`src/rtl/unidade_busca.sv`:
```
// Instruction-fetch stage: PC register, i_mem address and IF/ID pipeline register.
// Optional FETCH_ALIGN_CHECK_EN: misaligned redirect targets halt fetch with a sticky error flag.
module unidade_busca #(
    parameter logic [31:0] PC_RESET        = 32'h0000_0000,
    parameter int unsigned MEMORIA_TAMANHO = 64
) (
    input  logic        clock,
    input  logic        reset_n,
    input  logic        stall,
    input  logic        jump,
    input  logic [31:0] jump_target,
    input  logic        branch_taken,
    input  logic [31:0] branch_target,
    input  logic [31:0] instrucao_in,
    output logic [31:0] endereco_PC,
    output logic [31:0] if_id_instrucao,
    output logic [31:0] if_id_pc_mais4,
    output logic        if_id_valido,
    output logic        erro_alinhamento
);

    localparam logic [31:0] LIMITE = 32'(4 * MEMORIA_TAMANHO);

    logic [31:0] pc_q, pc_d;
    logic [31:0] instr_q, instr_d;
    logic [31:0] pc_mais4_q, pc_mais4_d;
    logic        valido_q, valido_d;
    logic        erro_q, erro_d;

    logic [31:0] alvo_bruto;
    logic [31:0] alvo;
    logic [31:0] pc_inc;
    logic [31:0] pc_seq;
    logic        redirect;
    logic        desalinhado;

    always_comb begin
        redirect   = branch_taken | jump;
        // branch comes from the older instruction, so it wins over jump
        alvo_bruto = branch_taken ? branch_target : jump_target;
        alvo       = (alvo_bruto & ~32'd3) % LIMITE;
        pc_inc     = pc_q + 32'd4;
        pc_seq     = (pc_inc >= LIMITE) ? (pc_inc - LIMITE) : pc_inc;
`ifdef FETCH_ALIGN_CHECK_EN
        desalinhado = (alvo_bruto[1:0] != 2'b00);
`else
        desalinhado = 1'b0;
`endif
    end

    always_comb begin
        pc_d       = pc_q;
        instr_d    = instr_q;
        pc_mais4_d = pc_mais4_q;
        valido_d   = valido_q;
        erro_d     = erro_q;

        if (erro_q) begin
            // fetch halted until reset; IF/ID already holds a bubble
            instr_d    = 32'd0;
            pc_mais4_d = 32'd0;
            valido_d   = 1'b0;
        end else if (redirect) begin
            if (desalinhado) begin
                erro_d = 1'b1;
            end else begin
                pc_d = alvo;
            end
            instr_d    = 32'd0;
            pc_mais4_d = 32'd0;
            valido_d   = 1'b0;
        end else if (!stall) begin
            pc_d       = pc_seq;
            instr_d    = instrucao_in;
            pc_mais4_d = pc_seq;
            valido_d   = 1'b1;
        end
    end

    always_ff @(posedge clock or negedge reset_n) begin
        if (!reset_n) begin
            pc_q       <= PC_RESET;
            instr_q    <= 32'd0;
            pc_mais4_q <= 32'd0;
            valido_q   <= 1'b0;
            erro_q     <= 1'b0;
        end else begin
            pc_q       <= pc_d;
            instr_q    <= instr_d;
            pc_mais4_q <= pc_mais4_d;
            valido_q   <= valido_d;
            erro_q     <= erro_d;
        end
    end

    assign endereco_PC      = pc_q;
    assign if_id_instrucao  = instr_q;
    assign if_id_pc_mais4   = pc_mais4_q;
    assign if_id_valido     = valido_q;
    assign erro_alinhamento = erro_q;

endmodule

```
`config.mk`:
```
export PLATFORM = sky130hd
export DESIGN_NAME = unidade_busca
export DESIGN_NICKNAME = d
export VERILOG_FILES = /design/src/rtl/unidade_busca.sv
export SDC_FILE = /design/constraint.sdc
export NUM_CORES = 1
export LEC_CHECK = 0
export CAP_MARGIN = 5
export CORE_ASPECT_RATIO = 0.7
export CORE_MARGIN = 2
export CORE_UTILIZATION = 45
export CTS_BUF_LIST = sky130_fd_sc_hd__clkbuf_2
export CTS_CLUSTER_SIZE = 12
export DETAILED_ROUTE_END_ITERATION = 10
export PLACE_DENSITY = 0.95
export SETUP_SLACK_MARGIN = 0.4
export SKIP_LAST_GASP = 1
export SLEW_MARGIN = 20
export SYNTH_ARGS = -nofsm -noshare
export SYNTH_HDL_FRONTEND = slang
export SYNTH_SLANG_ARGS = --single-unit
```
`constraint.sdc`:
```
create_clock -name clock -period 4.4 [get_ports clock]
set_input_delay 0.88 -clock clock [delete_from_list [all_inputs] [get_ports clock]]
set_output_delay 0.88 -clock clock [all_outputs]
set_load 0.01 [all_outputs]
```
Yosys cells after proc, flatten, opt, wreduce, memory -nomap -nowiden --
Index checks and enable logic that the tools add are counted.
Storage, ports and cells: output and inout bits 98, logic and storage cells 26, input bits 101, bits in registers 98
Cells by class: equal/unequal tests 2, bitwise gates (word level) 2, order comparisons 1, reductions and logical operators 1, muxes and demuxes 13, add/subtract/negate cells 2
Operators with widths (number):
- $mux W32 | 8
- $add A32 B3 Y32 const B | 1
- $ge A32 B9 Y1 const B | 1
- $sub A32 B9 Y32 const B | 1
- $mux W8 | 1
- $mux W1 | 4
- $ne A3 B1 Y1 const B | 1
- $ne A2 B1 Y1 const B | 1
- $reduce_and A2 Y1 | 1
- $not A1 Y1 | 1
- $or A1 B1 Y1 | 1

Longest topological paths before layout --
depth after elaboration 6, gate-level depth with buffers 16

Worst setup path after synthesis --
Ideal clock, no wire load.
kind register -> register, start point register pc_q[4], in the netlist endereco_PC[4], end point register pc_mais4_q[21], in the netlist if_id_pc_mais4[21], arrival 3557 ps, clock period less this slack 3693 ps, required time 4264 ps, setup slack 707 ps, stages on the path, launching flop included 16, cell sequence dfrtp_1 buf_2 and3_1 clkbuf_1 nand2_1 nor2_1 xnor2_1 ha_1 nand2b_1 a211oi_1 o22ai_1 nor4_1 a31oi_2 a2111oi_0 o21a_1 nor3_1
On the way: word-level cells in the longest chain between the ends 6, elaborated cells between the ends (all ways) 7
Ends and longest elaborated chain:
- start: declaration | line 24 | logic [31:0] pc_q, pc_d;
- start signal: assignment | line 88 | pc_q <= pc_d;
- $add A32 B3 Y32 (*) | line 42 | pc_inc = pc_q + 32'd4;
- $sub A32 B9 Y32 / $ge A32 B9 Y1 (equally long branches) | line 43 | pc_seq = (pc_inc >= LIMITE) ? (pc_inc - LIMITE) : pc_inc;
- $mux W32 (*) | line 43
- $mux W32 (*) | line 72 | end else if (!stall) begin
- $mux W32 (*) | line 63 | end else if (redirect) begin
- $mux W32 (*) | line 58 | if (erro_q) begin
- end signal: assignment | line 90 | pc_mais4_q <= pc_mais4_d;
- end: declaration | line 26 | logic [31:0] pc_mais4_q, pc_mais4_d;
Mark *: on every way between the ends. The rest lies on a longest branch, timed or not. The select of a mux whose other input is x is not followed. A chain may end at the register's enable or synchronous reset.

==> flow_summary_export.csv <==
group,metric,value,unit
layout,nFillCells,853,
logic_synthesis,ys_seq_area_share,35.4,%
global_route,antenna_found_initial,0,
sta,slew_violations,0,
sta,period_share,88.3,%
logic_synthesis,yosys.area_share.simple,26.1,%
placement,dp_hpwl,10600,µm
logic_synthesis,synth-xor-area-share,3.96,%
route,drc_errors,0,
run_status,outcome,"complete, no violations",
floorplanning,start_util,46.7,%
worst_setup_path,reg2regPathDepth,9,
floorplanning,core_area,10400,µm²
worst_setup_path,path_buf_inv,0,
layout,final_cell_mix,"139 x clkdlybuf4s50_1, 70 x nor2_1, 59 x dfrtp_1",
layout,mostFrequentLayoutCell,"clkdlybuf4s50_1",
logic_synthesis,syn_area,4870,µm²
sta,period_minus_slack,3880,ps
pwr,power_density,667,nW/µm²
worst_setup_path,worstReg2RegStart,"if_id_pc_mais4[8]",
floorplanning,fp.dieW,128,µm
worst_setup_path,path_delay_family,"simple AND/OR/NAND/NOR gates",
worst_setup_path,worst-endpoint-required,4940,ps
flow_run,cap_violations,0,
placement,gp_congestion,0.981,
clock_tree,clk_pin_slew,230,ps
pwr,leakage,2.68,nW
route,via_per_inst,5.92,
clock_tree,cts_tree,"done",
floorplanning,die-area,11700,µm²
worst_setup_path,endpoint,"if_id_pc_mais4[26]",
logic_synthesis,synth.distinct_cells,65,
route,drtPass1Iterations,5,
clock_tree,cts-htree-levels,3,
layout,multi_input_area,2800,µm²
route,vias,4880,
logic_synthesis,ys_seq_elements,69,
clock_tree,clk_latency,600,ps
global_route,grt_pass1_wl,23800,µm
worst_setup_path,setup.worst_path.start_class,"register",
worst_setup_path,rrSetupSlack,520,ps
sta,hold_violations,0,
pwr,irDropWorstVdd,0.472,mV
worst_setup_path,slowest_stage,"dfrtp_1",
worst_setup_path,path_cells,"nand4_4 > or3_4 > or2_1 > a221o_1 > or4_4 > a211o_1 > or4b_1 > a211o_1 > o21ai_1",
floorplanning,rows,31,
logic_synthesis,synth_top_family_by_area,"simple AND/OR/NAND/NOR gates",
placement,portBuffers,141,
sta,max_freq,257,MHz
logic_synthesis,synthCells,576,
logic_synthesis,synth_compound_area_share,16.1,%
floorplanning,die_h,91.0,µm
logic_synthesis,synthAdderAreaFrac,0.771,%
sta,slew_headroom,30.0,%
hold_path,hp-class,"in2async",
logic_synthesis,synth_mux_area_share,9.30,%
global_route,grt_max_degree,83,
logic_synthesis,synth_edf_count,0,
route,finalWirelength,15000,µm
global_route,grt_overflow,0,
route,drtIter0Drc,435,
route,avgRoutedWirePerCell,18.2,µm
layout,drive_gt1_share,11.8,%
clock_tree,clock-sinks,69,
worst_setup_path,crit_top_cell,"a211o_1",
worst_setup_path,crit_start,"if_id_pc_mais4[8]",
floorplanning,io_pins,199,
layout,ff_latch_area,1740,µm²
sta,holdWs,253,ps
layout,diodes,0,
logic_synthesis,ys.flop_type,"dfrtp_1",
worst_setup_path,reg2reg_to,"if_id_pc_mais4[26]",
logic_synthesis,async_reset_ff_share,100,%
sta,finClkSkew,34.9,ps
global_route,track_usage,25.7,%
worst_setup_path,worstPathArrival,4420,ps
sta,setup_viol,0,
worst_setup_path,cp_max_fo,10,
sta,worst_pin_slew,1050,ps
worst_setup_path,critical_path_class,"reg2reg",
global_route,grt_pass1_vias,4535,
worst_setup_path,worstSetupPathDepth,9,
logic_synthesis,yosysWarnings,0,
clock_tree,clockBufferDepth,2,
clock_tree,numCtsBuffers,9,
worst_setup_path,slowest_delay,600,ps
sta,setup_tns,0,ps
layout,syn_to_final_growth,32.6,%
layout,num-nets-final,791,
sta,rsz0062_at_grt,"no",
worst_setup_path,end_kind,"register",
clock_tree,root_buffer,"clkbuf_2",
logic_synthesis,syn_avg_cell_area,8.46,µm²
route,ant_nets,0,
==> power breakdown <==
group	switching, W	leakage, nW	internal (W)
clock	0.000272	0.0850	0.000197
sequential	0.000235	0.924	0.000730
combinational	0.00158	1.67	0.00130
total	0.00208	2.68	0.00222
==> worst reg2reg max path: stages, from the launching register on <==
cell	delay, ps
dfrtp_1	600
nand4_4	230
or3_4	460
or2_1	280
a221o_1	460
or4_4	600
a211o_1	300
or4b_1	540
a211o_1	300
o21ai_1	70
==> Yosys cell counts (all sizes together), types with 2 or more instances <==
library cell,count,area (µm²)
nand3,25,125
a21oi,31,155
a31oi,6,43.8
and3,8,50.1
or4,6,48.8
or3,18,118
o2111a,2,22.5
nor3b,2,15.0
o211ai,4,30.0
nor2,70,263
dfrtp,69,1730
clkbuf,32,123
and4,3,26.3
o31ai,7,52.6
mux2,2,22.5
nand4,12,103
nor3,23,120
a2111oi,5,50.0
a31o,4,35.0
xnor2,10,87.6
a211o,5,43.8
nor4,17,119
nand2,44,165
buf,37,260
mux2i,43,430
inv,5,18.8
o21a,4,30.0
a211oi,4,30.0
or2,5,31.3
o211a,3,30.0
xor2,12,105
o21ai,25,125
a21o,7,52.6
and2,6,37.5
ha,3,37.5
==> area by class of cell <==
| class | instances | area share, % |
|---|---|---|
| Clock inverter | 7 | 1.63 |
| Tap cell | 132 | 2.56 |
| Multi-Input combinational cell | 437 | 43.3 |
| Clock buffer | 9 | 0.697 |
| Sequential cell | 69 | 26.9 |
| Inverter | 5 | 0.291 |
| Timing Repair Buffer | 165 | 24.6 |
==> layer usage <==
metal	vias to the layer above	wire length (µm)	global-route usage (%)
li1	2283	-	-
met1	2328	6850	36.5
met2	252	6590	38.9
met3	17	1370	6.36
met4	0	176	6.87
met5	-	0	0
==> how the worst min path moves through the flow <==
stage / start / to / slack (ps) / cells after the start
after floorplan: if_id_valido / if_id_valido / 520 / 1
after global placement: if_id_valido / if_id_valido / 470 / 1
after detailed placement: if_id_valido / if_id_valido / 470 / 1
after CTS: reset_n / if_id_instrucao[18] / 430 / 1
after global routing: reset_n / endereco_PC[5] / 260 / 1
final: reset_n / endereco_PC[5] / 250 / 1
==> timing repair <==
action	CTS	global route
hold buffers	0	0
resized for setup	2	17
pin swaps	0	0
endpoints found under the setup margin	7	14
setup buffers	0	3
==> state kept, by name, indices dropped and copies added (netlist names) <==
name	count
if_id_valido	1
endereco_PC	6
if_id_pc_mais4	30
if_id_instrucao	32
==> metrics by stage <==
| step | instance area [µm²] | std cells | total power, W | utilization (%) | worst slack, ps |
|---|---|---|---|---|---|
| floorplan | 4890 | 580 | 0.00278 | - | 707 |
| global placement | 6230 | 805 | 0.00364 | 59.7 | 452 |
| detailed placement | 6230 | 805 | 0.00370 | 59.7 | 325 |
| CTS | 6390 | 821 | 0.00420 | 61.2 | 413 |
| global route | 6460 | 824 | 0.00458 | 61.9 | 411 |
| finish | 6460 | 824 | 0.00431 | 61.9 | 515 |
==> kinds of logic (layout without fill, tap and decap cells) <==
group | after synthesis | in the layout
xor+xnor | 22 | 22
fa+ha+maj | 3 | 3
simple gates | 245 | 245
flops | 69 | 69
compound gates | 117 | 117
mux | 45 | 45
other cells | 1 | 5
buf+inv | 74 | 186
Note: power is estimated with default switching activity, not from simulation.
